### config.mk
export PLATFORM = sky130hd
export DESIGN_NAME = icache_assoc
export DESIGN_NICKNAME = d
export VERILOG_FILES = /design/src/rtl/cpu_types_pkg.sv /design/src/rtl/icache_way.sv /design/src/rtl/icache_assoc.sv
export SDC_FILE = /design/constraint.sdc
export NUM_CORES = 2
export LEC_CHECK = 0
export ABC_CLOCK_PERIOD_IN_PS = 6800
export BUFFER_PORTS_ARGS = -buffer_cell sky130_fd_sc_hd__buf_2
export CORE_UTILIZATION = 30
export DETAILED_ROUTE_END_ITERATION = 8
export SYNTH_ARGS = -nofsm -noshare
export SYNTH_HDL_FRONTEND = slang
export SYNTH_SLANG_ARGS = --single-unit
export TNS_END_PERCENT = 20
### constraint.sdc
create_clock -name CLK -period 6.8 [get_ports CLK]
set_clock_uncertainty 0.2 [all_clocks]
set_input_delay 0.68 -clock CLK [delete_from_list [all_inputs] [get_ports CLK]]
set_output_delay 0.68 -clock CLK [all_outputs]
set_load 0.05 [all_outputs]
### src/rtl/cpu_types_pkg.sv
// Shared CPU types plus instruction-cache geometry helpers.
package cpu_types_pkg;

  typedef logic [31:0] word_t;

  typedef enum logic {IDLE, FILL} icache_state_t;

  // Tag bits left after dropping the byte offset, word offset and index fields.
  function automatic int unsigned icache_tag_width(input int unsigned sets,
                                                   input int unsigned block_words);
    return 32 - 2 - $clog2(sets) - $clog2(block_words);
  endfunction

  function automatic word_t sat_inc(input word_t v);
    return (v == '1) ? v : v + 32'd1;
  endfunction

endpackage

### src/rtl/icache_way.sv
// One cache way: per-set valid bit, tag and block data, held in flops.
module icache_way
  import cpu_types_pkg::*;
#(
  parameter  int unsigned SETS        = 8,
  parameter  int unsigned BLOCK_WORDS = 2,
  parameter  int unsigned TAG_W       = 26,
  localparam int unsigned IW          = $clog2(SETS),
  localparam int unsigned WOE         = (BLOCK_WORDS > 1) ? $clog2(BLOCK_WORDS) : 1
) (
  input  logic             CLK,
  input  logic             nRST,
  input  logic [IW-1:0]    rd_idx,
  input  logic [WOE-1:0]   rd_wo,
  input  logic [IW-1:0]    wr_idx,
  input  logic [WOE-1:0]   wr_wo,
  input  logic             data_we,
  input  word_t            wdata,
  input  logic             tag_we,
  input  logic [TAG_W-1:0] wtag,
  input  logic             inv_one,
  input  logic             inv_all,
  output logic             valid,
  output logic [TAG_W-1:0] tag,
  output word_t            data
);

  logic [SETS-1:0]  valid_q, valid_d;
  logic [TAG_W-1:0] tag_q  [SETS];
  logic [TAG_W-1:0] tag_d  [SETS];
  word_t            data_q [SETS][BLOCK_WORDS];
  word_t            data_d [SETS][BLOCK_WORDS];

  // Invalidate-all is applied last so a flush beats a same-cycle tag write.
  always_comb begin
    valid_d = valid_q;
    tag_d   = tag_q;
    data_d  = data_q;
    if (data_we) data_d[wr_idx][wr_wo] = wdata;
    if (inv_one) valid_d[wr_idx] = 1'b0;
    if (tag_we) begin
      tag_d[wr_idx]   = wtag;
      valid_d[wr_idx] = 1'b1;
    end
    if (inv_all) valid_d = '0;
  end

  always_ff @(posedge CLK or negedge nRST) begin
    if (!nRST) valid_q <= '0;
    else       valid_q <= valid_d;
  end

  always_ff @(posedge CLK) begin
    tag_q  <= tag_d;
    data_q <= data_d;
  end

  assign valid = valid_q[rd_idx];
  assign tag   = tag_q[rd_idx];
  assign data  = data_q[rd_idx][rd_wo];

endmodule

### src/rtl/icache_assoc.sv
// Set-associative instruction cache with LRU victim choice, block burst fill,
// single-cycle flush and saturating hit/miss counters.
module icache_assoc
  import cpu_types_pkg::*;
#(
  parameter int unsigned SETS        = 8,
  parameter int unsigned WAYS        = 2,
  parameter int unsigned BLOCK_WORDS = 2,
  parameter int unsigned CPUID       = 0
) (
  input  logic  CLK,
  input  logic  nRST,
  input  logic  imemREN,
  input  word_t imemaddr,
  output logic  ihit,
  output word_t imemload,
  input  logic  iflush,
  output logic  iREN,
  output word_t iaddr,
  input  logic  iwait,
  input  word_t iload,
  output word_t hit_count,
  output word_t miss_count
);

  localparam int unsigned IW  = $clog2(SETS);
  localparam int unsigned WOW = $clog2(BLOCK_WORDS);
  localparam int unsigned WOE = (WOW > 0) ? WOW : 1;
  localparam int unsigned TW  = icache_tag_width(SETS, BLOCK_WORDS);
  localparam word_t          WO_MASK   = word_t'((BLOCK_WORDS - 1) << 2);
  localparam logic [WOE-1:0] LAST_WORD = WOE'(BLOCK_WORDS - 1);

  icache_state_t  state_q, state_d;
  logic [WOE-1:0] cnt_q, cnt_d;
  logic [TW-1:0]  tag_l_q, tag_l_d;
  logic [IW-1:0]  idx_l_q, idx_l_d;
  logic           victim_q, victim_d;
  logic [SETS-1:0] lru_q, lru_d;
  word_t          hit_cnt_q, hit_cnt_d;
  word_t          miss_cnt_q, miss_cnt_d;

  logic [TW-1:0]  req_tag;
  logic [IW-1:0]  req_idx;
  logic [WOE-1:0] req_wo;
  logic [IW-1:0]  wr_idx;

  logic [WAYS-1:0] way_valid, way_match;
  logic [WAYS-1:0] data_we, tag_we, inv_one;
  logic [TW-1:0]   way_tag  [WAYS];
  word_t           way_data [WAYS];

  logic  hit, hit_way, victim_sel;
  word_t hit_data;

  assign req_tag = imemaddr[31 -: TW];
  assign req_idx = imemaddr[2+WOW +: IW];

  generate
    if (BLOCK_WORDS > 1) begin : g_wo
      assign req_wo = imemaddr[2 +: WOE];
    end else begin : g_no_wo
      assign req_wo = '0;
    end
  endgenerate

  // The miss cycle invalidates at the request index; fill writes use the latched one.
  assign wr_idx = (state_q == FILL) ? idx_l_q : req_idx;

  generate
    for (genvar w = 0; w < WAYS; w++) begin : g_way
      icache_way #(
        .SETS        (SETS),
        .BLOCK_WORDS (BLOCK_WORDS),
        .TAG_W       (TW)
      ) u_way (
        .CLK     (CLK),
        .nRST    (nRST),
        .rd_idx  (req_idx),
        .rd_wo   (req_wo),
        .wr_idx  (wr_idx),
        .wr_wo   (cnt_q),
        .data_we (data_we[w]),
        .wdata   (iload),
        .tag_we  (tag_we[w]),
        .wtag    (tag_l_q),
        .inv_one (inv_one[w]),
        .inv_all (iflush),
        .valid   (way_valid[w]),
        .tag     (way_tag[w]),
        .data    (way_data[w])
      );
      assign way_match[w] = way_valid[w] && (way_tag[w] == req_tag);
    end
  endgenerate

  always_comb begin
    hit_way  = 1'b0;
    hit_data = '0;
    for (int unsigned w = 0; w < WAYS; w++) begin
      if (way_match[w]) begin
        hit_way  = 1'(w);
        hit_data = way_data[w];
      end
    end
  end

  assign hit = (state_q == IDLE) && imemREN && (|way_match);

  // With two ways: way 0 if it is free, else way 1 if it is free, else LRU.
  always_comb begin
    victim_sel = 1'b0;
    if (WAYS > 1) begin
      if (&way_valid) victim_sel = lru_q[req_idx];
      else            victim_sel = way_valid[0];
    end
  end

  always_comb begin
    state_d    = state_q;
    cnt_d      = cnt_q;
    tag_l_d    = tag_l_q;
    idx_l_d    = idx_l_q;
    victim_d   = victim_q;
    lru_d      = lru_q;
    hit_cnt_d  = hit_cnt_q;
    miss_cnt_d = miss_cnt_q;
    data_we    = '0;
    tag_we     = '0;
    inv_one    = '0;
    case (state_q)
      IDLE: begin
        if (hit) begin
          lru_d[req_idx] = ~hit_way;
          hit_cnt_d      = sat_inc(hit_cnt_q);
        end else if (imemREN) begin
          tag_l_d    = req_tag;
          idx_l_d    = req_idx;
          victim_d   = victim_sel;
          cnt_d      = '0;
          miss_cnt_d = sat_inc(miss_cnt_q);
          state_d    = FILL;
          for (int unsigned w = 0; w < WAYS; w++) inv_one[w] = (victim_sel == 1'(w));
        end
      end
      FILL: begin
        if (!iwait) begin
          for (int unsigned w = 0; w < WAYS; w++) data_we[w] = (victim_q == 1'(w));
          cnt_d = cnt_q + 1'b1;
          if (cnt_q == LAST_WORD) begin
            for (int unsigned w = 0; w < WAYS; w++) tag_we[w] = (victim_q == 1'(w));
            lru_d[idx_l_q] = ~victim_q;
            cnt_d          = '0;
            state_d        = IDLE;
          end
        end
      end
    endcase
    if (iflush) begin
      state_d    = IDLE;
      cnt_d      = '0;
      lru_d      = '0;
      hit_cnt_d  = '0;
      miss_cnt_d = '0;
    end
  end

  always_ff @(posedge CLK or negedge nRST) begin
    if (!nRST) begin
      state_q    <= IDLE;
      cnt_q      <= '0;
      tag_l_q    <= '0;
      idx_l_q    <= '0;
      victim_q   <= 1'b0;
      lru_q      <= '0;
      hit_cnt_q  <= '0;
      miss_cnt_q <= '0;
    end else begin
      state_q    <= state_d;
      cnt_q      <= cnt_d;
      tag_l_q    <= tag_l_d;
      idx_l_q    <= idx_l_d;
      victim_q   <= victim_d;
      lru_q      <= lru_d;
      hit_cnt_q  <= hit_cnt_d;
      miss_cnt_q <= miss_cnt_d;
    end
  end

  always_comb begin
    if (state_q == FILL) begin
      iaddr = (word_t'(tag_l_q) << (2 + WOW + IW)) | (word_t'(idx_l_q) << (2 + WOW));
      if (BLOCK_WORDS > 1) iaddr = iaddr | (word_t'(cnt_q) << 2);
    end else begin
      iaddr = imemaddr & ~WO_MASK;
    end
  end

  assign ihit       = hit;
  assign imemload   = hit ? hit_data : '0;
  assign iREN       = (state_q == FILL);
  assign hit_count  = hit_cnt_q;
  assign miss_count = miss_cnt_q;

endmodule
After elaboration in Yosys (flattened, before gate mapping)
Index checks and enable logic that the tools add are counted.
Widths: inputs -> output; s select.
{"block": "totals", "elab_cells": 209, "ff_bits": 1560}
{"block": "classes", "muxes": 89, "reduce_logical": 18, "add_sub_neg": 3, "order_cmp": 12, "n_eq_ne": 13, "bitwise": 16}
{"op": "$bwmux 512", "count": 2}
{"op": "$mux 32", "count": 20}
{"op": "$bwmux 208", "count": 2}
{"op": "$bmux 64 s3", "count": 2}
{"op": "$mux 64", "count": 5}
{"op": "$demux 64 s3", "count": 1}
{"op": "$bmux 26 s3", "count": 2}
{"op": "$mux 26", "count": 5}
{"op": "$mux 8", "count": 10}
{"op": "$demux 26 s3", "count": 1}
{"op": "$add 32x1->32 const B", "count": 2}
{"op": "$eq 32x32->1 const B", "count": 2}
{"op": "$eq 26x26->1", "count": 2}
{"op": "$demux 32 s1", "count": 1}
{"op": "$or 32x3->32", "count": 1}
{"op": "$or 32x6->32", "count": 1}
{"op": "$mux 1", "count": 18}
{"op": "$and 8x8->8", "count": 2}
{"op": "$bwmux 8", "count": 2}
{"op": "$mux 2", "count": 8}
{"op": "$or 8x8->8", "count": 2}
{"op": "$pmux 8 s2", "count": 1}
{"op": "$lt 3x4->1 const B", "count": 3}
{"op": "$ne 3x3->1 const B", "count": 4}
{"op": "22 further kinds", "count": 52}

Logic depth before layout (Yosys ltp)
{"block": "depth", "depth_word": 14, "ltp_mapped": 18, "depth_no_buf": 10}

Cells and area by module
Synthesis repeated with hierarchy kept, for this count alone.
{"block": "hier_totals", "hier_cells": 3156, "area_unflattened_um2": 62174.6}
{"module": "icache_way (g_way[0].u_way)", "area_per_inst_um2": 27470.1, "n_inst": 1, "cells_each": 1160, "seq_area_each_um2": 21820.9}
{"module": "icache_way (g_way[1].u_way)", "area_per_inst_um2": 27451.3, "n_inst": 1, "cells_each": 1160, "seq_area_each_um2": 21820.9}
{"module": "icache_assoc", "area_per_inst_um2": 7253.2, "n_inst": 1, "cells_each": 836, "seq_area_each_um2": 2602.5}

Least setup slack after synthesis
OpenSTA, ideal clock, no wires.
{"block": "synth_path", "path_kind": "input -> output", "start": "in imemaddr[3]", "end": "out imemload[24]", "setup_slack_ns": 1.440, "cell_stages": 15, "required_ns": 5.920, "t_arrival_ns": 4.480, "path_cell_list": "buf_2 -> buf_2 -> buf_2 -> mux2i_1 -> o22ai_1 -> or3_1 -> a211oi_1 -> o2111ai_1 -> nor4_2 -> buf_4 -> a21o_4 -> nand2_1 -> clkbuf_1 -> clkbuf_1 -> a211oi_1"}
{"block": "synth_via", "elab_chain_cells": 10}
{"element": "start, declared", "line_no": "icache_assoc.sv:14", "text": "input word_t imemaddr,"}
{"element": "branches (longest 9 deep; another with $mux 32)"}
{"element": "$mux 32 *", "line_no": "icache_assoc.sv:199", "text": "assign imemload = hit ? hit_data : '0;"}
{"element": "end, declared", "line_no": "icache_assoc.sv:16", "text": "output word_t imemload,"}
Mark *: on every way between the ends. The select of a mux whose other input is x is not followed.

Worst setup path in the final report
{"block": "layout_path", "start": "in imemaddr[5]", "end": "out imemload[5]"}
The elaborated chain is that of the path after synthesis.

==> impl_results.md <==
* WS Path Type: primary input to output pin
* Total congestion overflow at 0
* Syn nets at 3831
* # Post-CTS Setup Buffers at 0
* Mapped Area at 61900 µm²
* Crit path capture type: output pin
* CTS root buffer: clkbuf_16
* Antenna violations before repair at 13
* Count of hold-fix buffers inserted at cts at 7
* Crit path max-delay cell type: nand2_2
* Most common library cells after synthesis: edfxtp_1, nor2_1, o22ai_1
* DRC errors left at 0
* Post-synth top area share at 69.8%
* Final Hold Viols at 0
* Post-route ant nets at 0
* Tcrit/Tclk final at 89.5%
* Leakage at 23.8 nW
* Cell-internal power at 15.9 mW
* Cell Pwr Density at 285 nW/µm²
* Outcome: complete, no violations
* Num Clock Sinks at 1560
* Final WL at 192000 µm
* Core area at 205000 µm²
* Clock Path Buffers at 3
* Main synth FF type: edfxtp_1
* Hold path depth at 3
* Mean post-synth cell area at 16.5 µm²
* Comb power frac at 5.8%
* Hold WS at 0.0495 ns
* Max_cap viols at 0
* Nets at 4094
* TritonCTS clock tree: done
* I/O pin cnt at 199
* Post-synthesis cell count at 3760
* Hold path start: imemaddr[16]
* Psw at 4.77 mW
* Final setup violating endpoints at 0
* R2r endpoint: cnt_q
* Crit path max-delay family: buffers and inverters
* Crit path time final at 6.08 ns
* RSZ-0062 raised after global routing: no
* Port buffer count at 198
* Max-slew violation count at 0
* Sequential power share at 52.0%
* Clock Latency Late Sink at 0.83 ns
* Cell variety after synth at 72
* Cell with the most instances after synthesis: edfxtp_1
* Leading area contributor after synthesis: edfxtp_1
* FF-to-FF path depth at 12
* Worst hold path type: primary input to register
* Sum Neg Setup Slack at 0 ns
* Switching portion of total power at 23.1%
* CP required at 5.92 ns
* Clock share of power at 42.1%
* CTS clk-pin slew, worst paths at 0.05 ns
* Die Y at 456 µm
* Crit path buf inv count at 5
* Worst Tran Pin Value at 1.22 ns
* Hold path endpoint: tag_l_q[10]
* Register area share after synthesis at 74.6%
* Number of global-route vias before repair at 36.0k
* Rows at 166
* FF+latch count, synth at 1560
* Layout cells sized above 1 at 21.9%
* CP max stage delay at 0.86 ns
* Starting Density at 30.2%
* Gpl congestion at 0.829
* Global-route wire length before repair at 271000 µm
* Critical Path AT at 5.20 ns
* Post-cts gate resize count at 0
* H-tree lvl count at 4
* RR Startpoint: g_way[1].u_way.tag_q[202]
* Ys async rst share at 7.69%
* First-pass detailed-route iteration total at 5
* Total track usage at 18.0%
* Syn. warnings at 0
* Post-synth EDFFs at 1440
* Startpoint types: primary input
* Reg-to-reg slack, setup at 2.28 ns
* Full die area at 208000 µm²
* Max FO, Critical Path at 127
* Max-Slew Margin vs Limit at 18.6%
* DR WL/cell at 28.1 µm
* Syn-to-layout area delta at 17.2%
* CP Cell Sequence: buf_8 -> buf_4 -> buf_12 -> nand2_2 -> o221ai_1 -> a21oi_1 -> a211oi_1 -> nor3_1 -> buf_4 -> buf_12
* Maximum VDD drop at 0.202 mV
* Initial DRC count at 3971
* TritonCTS Buffers at 160
* Final Power at 20.7 mW
* Detailed-route via count at 37.0k
* Synth area leaders: edfxtp_1, dfrtp_1, mux2_2
* Via/cell ratio at 5.41
* Largest net degree at the start of global routing at 132
* Fmax at 0.164 GHz
* Post-DP HPWL at 109000 µm
* Die width at 456 µm
stage by stage:
| stage | worst slack [ns] | cells | cell area, µm² | util (%) |
|---|---|---|---|---|
| finish | 0.715 | 6845 | 72600 | 35.4 |
| global route | 0.705 | 6843 | 72600 | 35.4 |
| detailed placement | 0.833 | 6542 | 67300 | 32.8 |
| CTS | 0.837 | 6839 | 72600 | 35.4 |
| floorplan | 1.44 | 3760 | 61900 | - |
| global placement | 0.813 | 6542 | 67300 | 32.8 |
power groups by stage:
| stage | Combinational, mW | Sequential [mW] | Clock, mW |
|---|---|---|---|
| final | 1.21 | 10.8 | 8.71 |
| after CTS | 1.20 | 10.8 | 8.80 |
| after global routing | 1.26 | 10.8 | 9.17 |
| after detailed placement | 1.20 | 11.0 | 0 |
| after global placement | 1.19 | 11.0 | 0 |
| after floorplan | 0.679 | 10.9 | 0 |
cell families (layout without fill, tap and decap cells):
logic type,Yosys count,in the layout,share of synthesized area (%)
multiplexers,473,473,9.54
XOR/XNOR,55,55,0.778
adder cells (fa/ha/maj),2,2,0.0404
other,0,6,0
buffers and inverters,276,667,1.87
AO/OA/AOI/OAI,810,810,8.66
AND/OR/NAND/NOR,584,584,4.46
flip-flops,1560,1560,74.6
tightest hold or removal path, cell delays in order:
cell and delay [ns]:
buf_2 0.14, inv_1 0.10, o21ai_0 0.09
flip-flops by register name, summed over array words and instances, names as in the netlist:
register / flops
g_way.u_way.valid_q: 16
iREN: 1
miss_count: 32
g_way.u_way.tag_q: 416
victim_q: 1
lru_q: 8
tag_l_q: 26
hit_count: 32
g_way.u_way.data_q: 1024
idx_l_q: 3
cnt_q: 1
worst max path at each step:
stage	startpoint	end	slack, ns	cells after the start
after global placement	imemaddr[5]	imemload[5]	0.81	10
after detailed placement	imemaddr[5]	imemload[5]	0.83	10
after floorplan	imemaddr[3]	imemload[24]	1.44	15
after CTS	imemaddr[5]	imemload[5]	0.84	10
after global routing	imemaddr[4]	imemload[8]	0.70	12
final	imemaddr[5]	imemload[5]	0.72	10
metal layers:
metal | track usage (%) | vias to the layer above | part of all wire (%)
met5 | 0 | - | 0.012
li1 | - | 15600 | -
met1 | 23.8 | 19300 | 40
met3 | 3.49 | 298 | 8.5
met2 | 29.3 | 1802 | 48
met4 | 6.80 | 4 | 3.4
final cells by class:
class / count / area, µm²
fill: 19000 / 132000
clock inverter: 91 / 996
timing repair buffer: 334 / 2660
clock buffer: 199 / 4210
inverter: 43 / 163
tap: 2688 / 3360
multi-input combinational: 1924 / 14900
antenna: 6 / 15.0
sequential: 1560 / 46200
placed cells by master, fill, tap and decap left out, types with 37 or more instances in the layout:
master / instances
a211oi_1: 59
a21oi_1: 159
a221oi_1: 39
buf_12: 41
buf_2: 160
buf_4: 122
clkbuf_16: 161
clkinv_1: 40
dfrtp_1: 119
edfxtp_1: 1440
inv_1: 37
mux2_2: 206
mux2i_1: 192
mux4_2: 73
nand2_1: 96
nand3_1: 45
nor2_1: 183
nor2_4: 44
nor3_1: 39
o21ai_0: 116
o221ai_1: 51
o22ai_1: 222
Note: power is estimated with default switching activity, not from simulation.
